File: src/rtl/uart_console.sv
// uart_console: Wishbone-attached transmit-only UART with a TX FIFO.
//
// Ports:
//   wb_clk    - single clock, all logic on the rising edge
//   wb_rst    - synchronous active-high reset
//   wb_cyc    - Wishbone cycle
//   wb_stb    - Wishbone strobe
//   wb_we     - 1 = write, 0 = read
//   wb_adr    - address; only [3:2] decoded (0 = TXDATA, 1 = STATUS, 2..3 reserved)
//   wb_dat_o  - write data from the master
//   wb_dat_i  - registered read data to the master
//   wb_ack    - registered one-cycle transfer acknowledge
//   tx        - serial line, idle high
//
// STATUS layout: {16'h0, count[7:0], 4'h0, ovf, busy, full, empty}.
module uart_console #(
  parameter int unsigned FREQUENCY  = 25000000,
  parameter int unsigned BAUD_RATE  = 115200,
  parameter int unsigned DATA_BITS  = 8,
  parameter int unsigned PARITY     = 0,
  parameter int unsigned STOP_BITS  = 1,
  parameter int unsigned FIFO_DEPTH = 16
) (
  input  logic        wb_clk,
  input  logic        wb_rst,
  input  logic        wb_cyc,
  input  logic        wb_stb,
  input  logic        wb_we,
  input  logic [31:0] wb_adr,
  input  logic [31:0] wb_dat_o,
  output logic [31:0] wb_dat_i,
  output logic        wb_ack,
  output logic        tx
);

  localparam int unsigned DIV = FREQUENCY / BAUD_RATE;
  localparam int unsigned CW  = (DIV > 1) ? $clog2(DIV) : 1;
  localparam int unsigned AW  = (FIFO_DEPTH > 1) ? $clog2(FIFO_DEPTH) : 1;
  localparam logic [CW-1:0] DIV_LAST = CW'(DIV - 1);

  typedef enum logic [2:0] {IDLE, START, DATA, PAR, STOP} state_t;

  state_t               state;
  logic [DATA_BITS-1:0] mem [FIFO_DEPTH];
  logic [AW-1:0]        wr_ptr, rd_ptr;
  logic [AW:0]          count;
  logic [DATA_BITS-1:0] shreg;
  logic                 par_bit;
  logic [CW-1:0]        baud_cnt;
  logic [2:0]           bit_cnt;
  logic                 ovf;

  logic                 req, push, pop, full, empty, busy, baud_end, last_stop;
  logic [8:0]           count9;
  logic [31:0]          status;
  logic [DATA_BITS-1:0] head;
  logic                 unused_bits;

  always_comb begin
    req       = wb_cyc & wb_stb & ~wb_ack;
    full      = (count == (AW+1)'(FIFO_DEPTH));
    empty     = (count == '0);
    busy      = (state != IDLE);
    // Fullness is judged before the edge, so a pop on the same edge cannot make room.
    push      = req & wb_we & (wb_adr[3:2] == 2'd0) & ~full;
    baud_end  = (baud_cnt == DIV_LAST);
    last_stop = (state == STOP) & baud_end & (bit_cnt == 3'(STOP_BITS - 1));
    pop       = ~empty & ((state == IDLE) | last_stop);
    // A full 256-deep FIFO reports count 8'h00; bit 8 is dropped.
    count9    = 9'(count);
    status    = {16'h0, count9[7:0], 4'h0, ovf, busy, full, empty};
    head      = mem[rd_ptr];
    unused_bits = ^{wb_adr[31:4], wb_adr[1:0], wb_dat_o, count9[8]};
  end

  always_ff @(posedge wb_clk) begin
    if (push) mem[wr_ptr] <= wb_dat_o[DATA_BITS-1:0];
  end

  always_ff @(posedge wb_clk) begin
    if (wb_rst) begin
      wr_ptr <= '0;
      rd_ptr <= '0;
      count  <= '0;
    end else begin
      if (push) wr_ptr <= wr_ptr + 1'b1;
      if (pop)  rd_ptr <= rd_ptr + 1'b1;
      case ({push, pop})
        2'b10:   count <= count + 1'b1;
        2'b01:   count <= count - 1'b1;
        default: count <= count;
      endcase
    end
  end

  always_ff @(posedge wb_clk) begin
    if (wb_rst) begin
      wb_ack   <= 1'b0;
      wb_dat_i <= '0;
      ovf      <= 1'b0;
    end else begin
      wb_ack   <= 1'b0;
      wb_dat_i <= '0;
      if (req) begin
        wb_ack <= 1'b1;
        if (wb_we) begin
          if (wb_adr[3:2] == 2'd0 && full) ovf <= 1'b1;
          if (wb_adr[3:2] == 2'd1 && wb_dat_o[3]) ovf <= 1'b0;
        end else if (wb_adr[3:2] == 2'd1) begin
          wb_dat_i <= status;
        end
      end
    end
  end

  // tx is registered from the current state, so the line lags the state by one
  // clock; every bit still lasts exactly DIV clocks and frames chain seamlessly.
  always_ff @(posedge wb_clk) begin
    if (wb_rst) begin
      state    <= IDLE;
      tx       <= 1'b1;
      baud_cnt <= '0;
      bit_cnt  <= '0;
      shreg    <= '0;
      par_bit  <= 1'b0;
    end else begin
      if (pop) begin
        shreg   <= head;
        par_bit <= (PARITY == 2) ? ~(^head) : (^head);
      end
      case (state)
        IDLE: begin
          tx       <= 1'b1;
          baud_cnt <= '0;
          bit_cnt  <= '0;
          if (pop) state <= START;
        end
        START: begin
          tx <= 1'b0;
          if (baud_end) begin
            baud_cnt <= '0;
            state    <= DATA;
          end else begin
            baud_cnt <= baud_cnt + 1'b1;
          end
        end
        DATA: begin
          tx <= shreg[0];
          if (baud_end) begin
            baud_cnt <= '0;
            shreg    <= shreg >> 1;
            if (bit_cnt == 3'(DATA_BITS - 1)) begin
              bit_cnt <= '0;
              state   <= (PARITY != 0) ? PAR : STOP;
            end else begin
              bit_cnt <= bit_cnt + 1'b1;
            end
          end else begin
            baud_cnt <= baud_cnt + 1'b1;
          end
        end
        PAR: begin
          tx <= par_bit;
          if (baud_end) begin
            baud_cnt <= '0;
            state    <= STOP;
          end else begin
            baud_cnt <= baud_cnt + 1'b1;
          end
        end
        STOP: begin
          tx <= 1'b1;
          if (baud_end) begin
            baud_cnt <= '0;
            if (bit_cnt == 3'(STOP_BITS - 1)) begin
              bit_cnt <= '0;
              state   <= pop ? START : IDLE;
            end else begin
              bit_cnt <= bit_cnt + 1'b1;
            end
          end else begin
            baud_cnt <= baud_cnt + 1'b1;
          end
        end
        default: state <= IDLE;
      endcase
    end
  end

endmodule

File: config.mk
export PLATFORM = sky130hd
export DESIGN_NAME = uart_console
export DESIGN_NICKNAME = d
export VERILOG_FILES = /design/src/rtl/uart_console.sv
export SDC_FILE = /design/constraint.sdc
export NUM_CORES = 1
export LEC_CHECK = 0
export CORE_MARGIN = 5
export CORE_UTILIZATION = 59
export DETAILED_ROUTE_END_ITERATION = 8
export PLACE_DENSITY = 0.85
export SLEW_MARGIN = 20
export SYNTH_ARGS = -nofsm -noshare
export SYNTH_HDL_FRONTEND = slang
export SYNTH_SLANG_ARGS = --single-unit
File: constraint.sdc
create_clock -name wb_clk -period 8.4 [get_ports wb_clk]
set_clock_uncertainty 0.1 [all_clocks]
set_input_delay 1.68 -clock wb_clk [delete_from_list [all_inputs] [get_ports wb_clk]]
set_output_delay 1.68 -clock wb_clk [all_outputs]
set_load 0.005 [all_outputs]
==> results.md <==
* Flip-flop and latch count after synthesis at 180
* Number of synthesized flops with an enable pin at around 130
* Via count of the first global-routing pass at 4285
* Setup TNS at 0 ns
* Overflow left after global routing at 0
* Antenna Diode Count at 0
* Total GRT Usage at a little over a fifth
* Number of library cell types mapped by synthesis at 46
* Routed wirelength normalized by instance count at between 20 and 25 um
* CTS H-tree lvls at 4
* RSZ-0062 raised after global routing: false
* Overall die area at 0.0151 mm^2
* Initial cell density of the core at 59.9%
* Kind of launch point of the worst setup path: primary input
* Cell with the largest stage delay on the worst path: sky130_fd_sc_hd__clkdlybuf4s50_1
* Share of total power in the clock network at a little over a third
* Fillcell total at 810
* Overall via count from detail_route at around 4400
* IO Pins at approximately 100
* Final setup violation count at 0
* Highest-count cells in the layout ignoring fill and taps: 128 x sky130_fd_sc_hd__edfxtp_1, 55 x sky130_fd_sc_hd__nor2_1, 51 x sky130_fd_sc_hd__dfxtp_1
* Busiest layer in global routing: met2
* Count of instances resized after the clock tree is built at 0
* Placement Rows at 41
* CTS Sinks at 180
* Vias per cell at 5.97
* Wire length of the first global-routing pass at between 20000 and 25000 um
* Final number of max-transition violations at 0
* Number of buffers between clock root and the deepest sink at 2
* Std-Cell Core Area at approximately 0.013 mm^2
* Type of the worst setup path: in2reg
* Insertion delay to the later sink of the worst-skew pair at approximately 0.43 ns
* Fin area at 0.00838 mm^2
* Detailed-route DRC error count at 0
* Post-Place Cell Area at between 0.007 and 0.008 mm^2
* Worst max-slew margin expressed relative to the limit at ~45%
* Sequential element share of the synthesized area at about 65%
* Chain of cells forming the critical path: clkdlybuf4s50_1 -> nand3b_1 -> nor4b_1 -> and2_1 -> inv_1 -> ha_1 -> xor2_1 -> ha_1 -> a21oi_1 -> nor2b_1 -> o21ai_0 -> a21oi_1 -> o21bai_1 -> xor2_1 -> nor2_1
* Peak supply drop at 0.000195 V
* Total of warnings raised by yosys at 0
* Power per cell area at between 200 and 300 mW/mm^2
* Total power at ~2.2 mW
* Result of the run: completed
* Post-CTS Setup Bufs at 0
* Slowest cell delay on critical path at roughly 0.47 ns
* Net switching power at 0.603 mW
* Part of the cycle the worst path needs at 57.3%
* Static leakage power at approximately 2.8 nW
* Worst Hold Class: reg2reg
* Worst setup timing slack at the placement stage at around 3.3 ns
* Min Tclk post-route at around 4.8 ns
* Layout overhead on the synthesized area at 11.3%
* Total clock buffers created by CTS at 17
* Slew @ Worst Pin at between 0.8 and 0.9 ns
* Number of violations of the max-capacitance limit at 0
* Per-instance average area after synthesis at 14.3 um^2
* Residual antenna-violating net count after detailed routing at 0
* Maximum operating frequency at around 210 MHz
* Most common library cell in the layout ignoring fill and taps: sky130_fd_sc_hd__edfxtp_1
* Portion of total power attributed to sequential cells at 47.6%
* Met3 track utilization from global routing at between 5 and 6%
* Switching portion of total power at between 20% and 30%
* Share of total power in combinational logic at roughly 17%
* Horiz. Die Dim at between 100 and 150 um
* Crit end category: flip-flop
* Synthesized instance count at 527
* Utilization after layout at around 67%
* Iteration-0 DRC Markers at 448
* Internal at about 1.6 mW
* Root buffer selected by CTS: sky130_fd_sc_hd__clkbuf_16
* Vertical die dimension at roughly 120 um
* Total routed wirelength at approximately 15000 um
* Clock slew seen by the registers of the worst setup and hold paths at 0.07 ns
* Initial DRT Pass Iterations at 5
* Met2 Resource Use GR at a little over a third
* Quantity of I/O buffers inserted on ports at 25
* Synth async-reset ratio at 0%
* Req. time, crit path at between 8 and 9 ns
* Met1 Resource Use GR at 26.3%
* Cts hold-fix bufs at 0
* Final RePlAce weighted congestion at 0.750
* Netlist area before placement at between 0.007 and 0.008 mm^2
* Data arrival at the endpoint of the critical path at around 5.0 ns
* Endpoints failing hold at 0
* Share of final-layout standard cells stronger than drive strength 1 at a little over a tenth
* Leading register cell type out of synthesis: sky130_fd_sc_hd__edfxtp_1
* CTS tree: done
* Pin count of the biggest net entering global routing at 37
* HPWL after DPL at about 9400 um
* Final Net Count at around 630
* Initial antenna violation count at 0
* Setup slack of the critical path after layout at between 3 and 4 ns
* Largest fanout on the critical path at 9
[area by class of cell]
cell class,instances,area [um^2],area share [%]
flip-flops and latches,180,4890,58.3
multi-input cells,310,2380,28.4
clock buffers,17,425,5.08
repair buffers,29,280,3.34
well taps,172,215,2.57
clock inverters,14,150,1.79
inverters,11,42.5,0.508
[cells in the mapped netlist (4+ instances only)]
library cell / n / share of area [%]
sky130_fd_sc_hd__o21ai_0: 16 / 1.1
sky130_fd_sc_hd__and2_1: 8 / 0.66
sky130_fd_sc_hd__xor2_1: 8 / 0.93
sky130_fd_sc_hd__buf_1: 5 / 0.25
sky130_fd_sc_hd__inv_1: 10 / 0.50
sky130_fd_sc_hd__mux4_2: 20 / 6.0
sky130_fd_sc_hd__clkbuf_1: 10 / 0.50
sky130_fd_sc_hd__buf_6: 4 / 0.60
sky130_fd_sc_hd__nor2b_1: 6 / 0.50
sky130_fd_sc_hd__nand2_1: 37 / 1.8
sky130_fd_sc_hd__dfxtp_1: 52 / 14
sky130_fd_sc_hd__a21oi_1: 21 / 1.4
sky130_fd_sc_hd__xnor2_1: 10 / 1.2
sky130_fd_sc_hd__or3_1: 4 / 0.33
sky130_fd_sc_hd__nand2b_1: 5 / 0.42
sky130_fd_sc_hd__a22oi_1: 17 / 1.7
sky130_fd_sc_hd__ha_1: 13 / 2.2
sky130_fd_sc_hd__mux4_1: 12 / 4.2
sky130_fd_sc_hd__edfxtp_1: 128 / 51
sky130_fd_sc_hd__nand3_1: 9 / 0.60
sky130_fd_sc_hd__buf_4: 23 / 2.3
sky130_fd_sc_hd__nor3_1: 10 / 0.66
sky130_fd_sc_hd__nor2_1: 55 / 2.7
sky130_fd_sc_hd__buf_2: 5 / 0.33
sky130_fd_sc_hd__mux2i_1: 9 / 1.2
[worst max-delay path: cells and delay by family]
kind / cells / cell delay (ns)
compound gates: 4 / 0.76
xor+xnor: 2 / 0.36
buf+inv: 2 / 0.63
simple gates: 5 / 1.05
fa+ha+maj: 2 / 0.54
[metal layers]
metal | part of all wire (%) | vias up
li1 | - | 1967
met1 | 39 | 2203
met2 | 52 | 171
met3 | 6.0 | 35
met4 | 2.7 | 0
met5 | 0 | -
[metrics by stage]
stage | hold WS, ns | std cells
after global routing | 0.395 | 733
after CTS | 0.357 | 733
after detailed placement | 0.348 | 702
after floorplan | 0.324 | 549
final | 0.357 | 733
after global placement | 0.339 | 702
[final timing paths]
| path | start | slack, ns | endpoint | cells past startpoint |
|---|---|---|---|---|
| worst max register to register | baud_cnt[0] | 4.40 | count[4] | 17 |
| worst min register to register | shreg[7] | 0.36 | shreg[7] | 2 |
| worst min-delay path | shreg[7] | 0.36 | shreg[7] | 2 |
| worst max-delay path | wb_stb | 3.58 | count[4] | 15 |
[power by group through the flow]
| stage | clock (mW) | combinational [mW] | sequential, mW |
|---|---|---|---|
| finish | 0.783 | 0.369 | 1.05 |
| global route | 0.828 | 0.405 | 1.05 |
| CTS | 0.788 | 0.367 | 1.04 |
| detailed placement | 0 | 0.356 | 1.06 |
| global placement | 0 | 0.341 | 1.06 |
| floorplan | 0 | 0.349 | 1.01 |
[sequential cells by signal (all words and copies together) (netlist names), named ones only]
name      cells
rd_ptr        4
mem         128
shreg         8
tx            1
par_bit       1
ovf           1
count         5
baud_cnt      8
state         3
wb_dat_i      9
wb_ack        1
wr_ptr        4
bit_cnt       3
[cell families after synthesis]
kind of cell	share of synthesized area, %
AOI/OAI and AO/OA	5.27
xor gates and xnor gates	2.09
adders and majority gates	2.16
buffers and inverters	4.80
DFF	64.9
muxes	11.4
other	0.0498
and+or+nand+nor	9.42
Note: power is estimated with default switching activity, not from simulation.
==> patch 1: new RTL, same flow settings <==
Change the parameter `PARITY` from 0 to 1.
--- a/src/rtl/uart_console.sv
+++ b/src/rtl/uart_console.sv
@@ -17,7 +17,7 @@
   parameter int unsigned FREQUENCY  = 25000000,
   parameter int unsigned BAUD_RATE  = 115200,
   parameter int unsigned DATA_BITS  = 8,
-  parameter int unsigned PARITY     = 0,
+  parameter int unsigned PARITY     = 1,
   parameter int unsigned STOP_BITS  = 1,
   parameter int unsigned FIFO_DEPTH = 16
 ) (
Behaviour: no difference found for any inputs over 10 cycles, from zero or initial values and one cycle with wb_rst high; that may be too few to reach the edited logic, so the function may still have changed.
==> patch 1 against the unedited design <==
  * Sequential cell count is the same
  * Worst setup slack lost 0.034 ns
  * Worst hold slack improved by 0.030 ns
  * Synthesized cell count grew 0.57%
  * Final area decreased by 0.18%
  * Routed wire length fell by 9.3%
  * Total power is 1.8% higher
  * Area after synthesis increased by 0.30%
  * Cell count up 0.27%
  * Critical endpoint unchanged
  * Largest power group unchanged
  * Highest routed layer unchanged
==> patch 1: results (changes against the unedited design) <==
[critical_path]
arrival_ns = 5.11  ; +0.09 ns
slowest_stage = nor4b_1
rr_worst_depth = 15  ; -2
max_stage_delay_ns = 0.49  ; +0.02 ns

[outcome]
status = complete, no violations

[logic_synthesis]
synth_cells = 530  ; +0.57%
synth.distinct_cells = 42  ; -8.7%
synth_area_leaders = edfxtp_1 (51%), dfxtp_1 (14%), mux4_2 (6.6%)
synth-seq-area-share_pct = 64.66  ; -0.19 points

[final_layout]
regArea_um2 = 4887  ; about the same
drive_gt1_share_pct = 10.83  ; -0.039 points
final_cells = 735  ; +0.27%
final_nets = 634  ; +0.48%
fillers = 850  ; +4.9%

[global_route]
grt_max_degree = 43  ; +16%
track_usage_pct = 19.88  ; -1.4 points
grt_pass1_wl_um = 21970  ; -5.4%

[pwr]
p_leak_uw = 0.002778  ; about the same
internal-power_uw = 1597  ; +0.11%

[routing]
routed_wl_um = 13880  ; -9.3%
firstDrtPassIters = 7  ; +2
drt_iter0_drc = 451  ; +0.67%

[placement]
dpl.hpwl_um = 8678  ; -7.9%
dp_cells = 704  ; +0.28%
placed_area_um2 = 7835  ; +0.42%

[sta]
worst_pin_slew_ns = 1.022  ; +0.2023 ns

[hold_path]
hp-start = ovf$_SDFFE_PP0P_
whs_endpoint = wb_dat_i[3]$_SDFF_PP0_

==> patch 1: changes by cell type in the layout (fill, tap and decap cells not counted), sizes merged, moves of 3 or more <==
cell      before  now
nor2          55   60
a211oi         3    9
nand3          9    6
nand2         38   33
clkinvlp       1    6
inv           17   14
o21ai         17   12
==> patch 1: worst max-delay path: cells and delay by family <==
kind                       cells  cell delay [ns]
AOI/OAI and AO/OA              4             0.56
xor gates and xnor gates       2             0.30
adders and majority gates      2             0.58
and+or+nand+nor                4             1.39
buffers and inverters          2             0.60
==> patch 1: cell type report <==
type | count | area share [%]
clock buffers | 17 | 5.085
multi-input cells | 311 | 28.69
inverters | 10 | 0.4487
repair buffers | 31 | 3.530
flip-flops and latches | 180 | 58.42
well taps | 172 | 2.573
clock inverters | 14 | 1.256
==> patch 1: per-stage QoR <==
step	hold slack [ns]	setup slack (ns)
floorplan	0.3303	4.006
global placement	0.3410	3.407
detailed placement	0.3656	3.253
CTS	0.3794	3.614
global route	0.3993	3.338
finish	0.3870	3.551
==> patch 1: cells by family (layout without fill, tap and decap cells) <==
group,count (synthesis),after routing,synth area share [%]
other,1,23,0.04964
multiplexers,43,43,11.49
buffers and inverters,61,72,4.670
flip-flops,180,180,64.66
AO/OA/AOI/OAI,68,68,5.747
XOR/XNOR,19,19,2.203
AND/OR/NAND/NOR,144,144,8.861
adder cells (fa/ha/maj),14,14,2.319
==> patch 1: how the worst max path moves through the flow <==
stage,startpoint,end
6_report,wb_cyc,count[4]$_SDFFE_PP0P_
3_3_place_gp,wb_stb,count[4]$_SDFFE_PP0P_
5_1_grt,wb_stb,count[4]$_SDFFE_PP0P_
3_5_place_dp,wb_cyc,count[4]$_SDFFE_PP0P_
2_1_floorplan,wb_stb,count[4]$_SDFFE_PP0P_
4_1_cts,wb_cyc,count[4]$_SDFFE_PP0P_
==> patch 1: power by group through the flow <==
stage	clock network [µW]	logic, µW	registers (µW)
after global placement	0	469	1050
after CTS	728	493	1030
final	714	489	1030
after floorplan	0	421	1040
after global routing	770	543	1040
after detailed placement	0	488	1050
==> patch 1: metal layers <==
metal / part of all wire [%] / track usage (%) / wire length (µm) / vias up
met5: 0 / 0 / 0 / -
met4: 3.1 / 9.758 / 425 / 0
met3: 6.4 / 5.398 / 889 / 29
met2: 50 / 31.63 / 6899 / 145
met1: 41 / 25.41 / 5661 / 2047
li1: - / - / - / 1982
==> patch 2: new RTL, config.mk and constraints unchanged <==
Without the edit above. Encoding of `state_t`: now Gray code (3 bits for 5 states).
--- a/src/rtl/uart_console.sv
+++ b/src/rtl/uart_console.sv
@@ -38,7 +38,7 @@
   localparam int unsigned AW  = (FIFO_DEPTH > 1) ? $clog2(FIFO_DEPTH) : 1;
   localparam logic [CW-1:0] DIV_LAST = CW'(DIV - 1);
 
-  typedef enum logic [2:0] {IDLE, START, DATA, PAR, STOP} state_t;
+  typedef enum logic [2:0] {IDLE = 3'b000, START = 3'b001, DATA = 3'b011, PAR = 3'b010, STOP = 3'b110} state_t;
 
   state_t               state;
   logic [DATA_BITS-1:0] mem [FIFO_DEPTH];
Check against the original RTL: no difference found for any inputs over 10 cycles, from zero or initial values and one cycle with wb_rst high; not proved beyond that.
==> patch 2 against the unedited design <==
  * Routed wire length is 6.7% lower
  * Die area rose by 0.86%
  * Area after synthesis is 0.95% higher
  * Combinational power grew 23%
  * Sequential cell count unchanged
  * Final area grew 1.2%
  * Worst setup slack gained 0.036 ns
  * Total power is 6.0% higher
  * Critical path type unchanged
  * Largest cell class unchanged
==> patch 2: results (changes against the unedited design) <==
[final_layout]
num_antenna_cells = 0  ; unchanged
syn2layout_area_growth_pct = 11.54
nMultiInputCombCells = 315  ; +1.6%
buffers_excl_clock = 30  ; +3.4%
fillers = 855  ; +5.6%
final_nets = 638  ; +1.1%
drive_gt1_share_pct = 11.11  ; +0.24 points
multi_input_area_share_pct = 28.75  ; +0.37 points
clock_area_share_pct = 7.185  ; +0.32 points
nonClkBufAreaFrac_pct = 3.393  ; +0.049 points
clock_buffers = 20  ; +3
sh_seq_area_pct = 57.64  ; -0.69 points

[global_route]
met2_usage_pct = 33.37  ; -2.9 points
track_usage_pct = 20.24  ; -1.1 points
grt_pass1_wl_um = 22640  ; -2.5%
use_met1_pct = 26.05  ; -0.27 points
grt_util_met3_pct = 6.038  ; +1.0 points
grt_max_degree = 45  ; +22%

[routing]
wl_met3_um = 1036  ; +12%
top_layer_used = met4
vias = 4318  ; -1.3%
dr_wl_met2_um = 7213  ; -10%
drt-met1-wl_um = 5804  ; -2.1%
wl_per_cell_um = 19.31  ; -7.4%
routed_wl_um = 14270  ; -6.7%
drt_iter0_drc = 494  ; +10%

[placement]
dp_cells = 708  ; +0.85%
post-place-ws_ns = 3.254  ; -0.06669 ns
placed_area_um2 = 7869  ; +0.85%
gp_congestion = 0.7904  ; +5.3%
dpl.hpwl_um = 8988  ; -4.6%

[logic_synthesis]
yosys_warnings = 0  ; unchanged
synth-seq-area-share_pct = 64.24  ; -0.61 points
ys_top_cells_by_count = edfxtp_1 (128), nor2_1 (55), dfxtp_1 (52)
synth.distinct_cells = 42  ; -8.7%
synth_area_leaders = edfxtp_1 (51%), dfxtp_1 (14%), mux4_2 (6.5%)
syn_avg_cell_area_um2 = 14.16  ; -0.93%
synth_edf_count = 128  ; unchanged
synth-main-ff-cell = edfxtp_1

[hold_path]
hp-start = bit_cnt[2]$_SDFFE_PP0P_
whs_endpoint = bit_cnt[2]$_SDFFE_PP0P_
hold_depth = 2  ; unchanged
hp-class = flop to flop

[pwr]
p_switching_uw = 632.0  ; +4.9%
p_leak_uw = 0.002866  ; +3.1%
p_seq_share_pct = 45.6  ; -2.0 points
ir_worst_vdd_v = 0.0001748  ; -10%
finalPower_uw = 2328  ; +6.0%
combPwrFrac_pct = 19.5  ; +2.7 points

[sta]
fin_crit_ns = 4.779  ; -0.03628 ns
max-slew-margin-rel_pct = 45.82  ; +0.91 points
whs_ns = 0.3822  ; +0.02502 ns

[critical_path]
startpoint = wb_we
reg2reg_from = state[1]$_SDFFE_PP0P_
rr_endpoint = count[4]$_SDFFE_PP0P_
crit_fanout = 9  ; unchanged
arrival_ns = 5.03  ; about the same
rr_worst_depth = 13  ; -4

[floorplan]
taps = 172  ; unchanged

[outcome]
status = complete, no violations

[patch 2: cell types whose count changed after synthesis, sizes merged, moves of 3 or more]
cell	unedited run	this run
nand3	9	2
a31oi	1	4
o21ai	17	12
clkbuf	10	18
o22ai	0	3
or2	0	3
nand2	38	34
buf	38	35
a211oi	3	9
[patch 2: logic make-up (layout without fill, tap and decap cells)]
kind of cell               Yosys count  count (layout)  synth area share [%]
xor gates and xnor gates            18              18                 2.074
AOI/OAI and AO/OA                   72              72                 5.924
buffers and inverters               64              72                 4.838
muxes                               43              43                 11.42
adders and majority gates           14              14                 2.304
and+or+nand+nor                    145             145                 9.149
DFF                                180             180                 64.24
other                                1              23               0.04932
[patch 2: critical path: stages]
cell,delay [ns]
clkdlybuf4s50_1,0.58
nor4b_1,0.44
and2_1,0.46
inv_1,0.12
ha_1,0.34
xor2_1,0.19
ha_1,0.22
o21ai_0,0.15
a21oi_1,0.09
a21oi_1,0.17
xor2_1,0.10
or3_1,0.34
a21oi_1,0.14
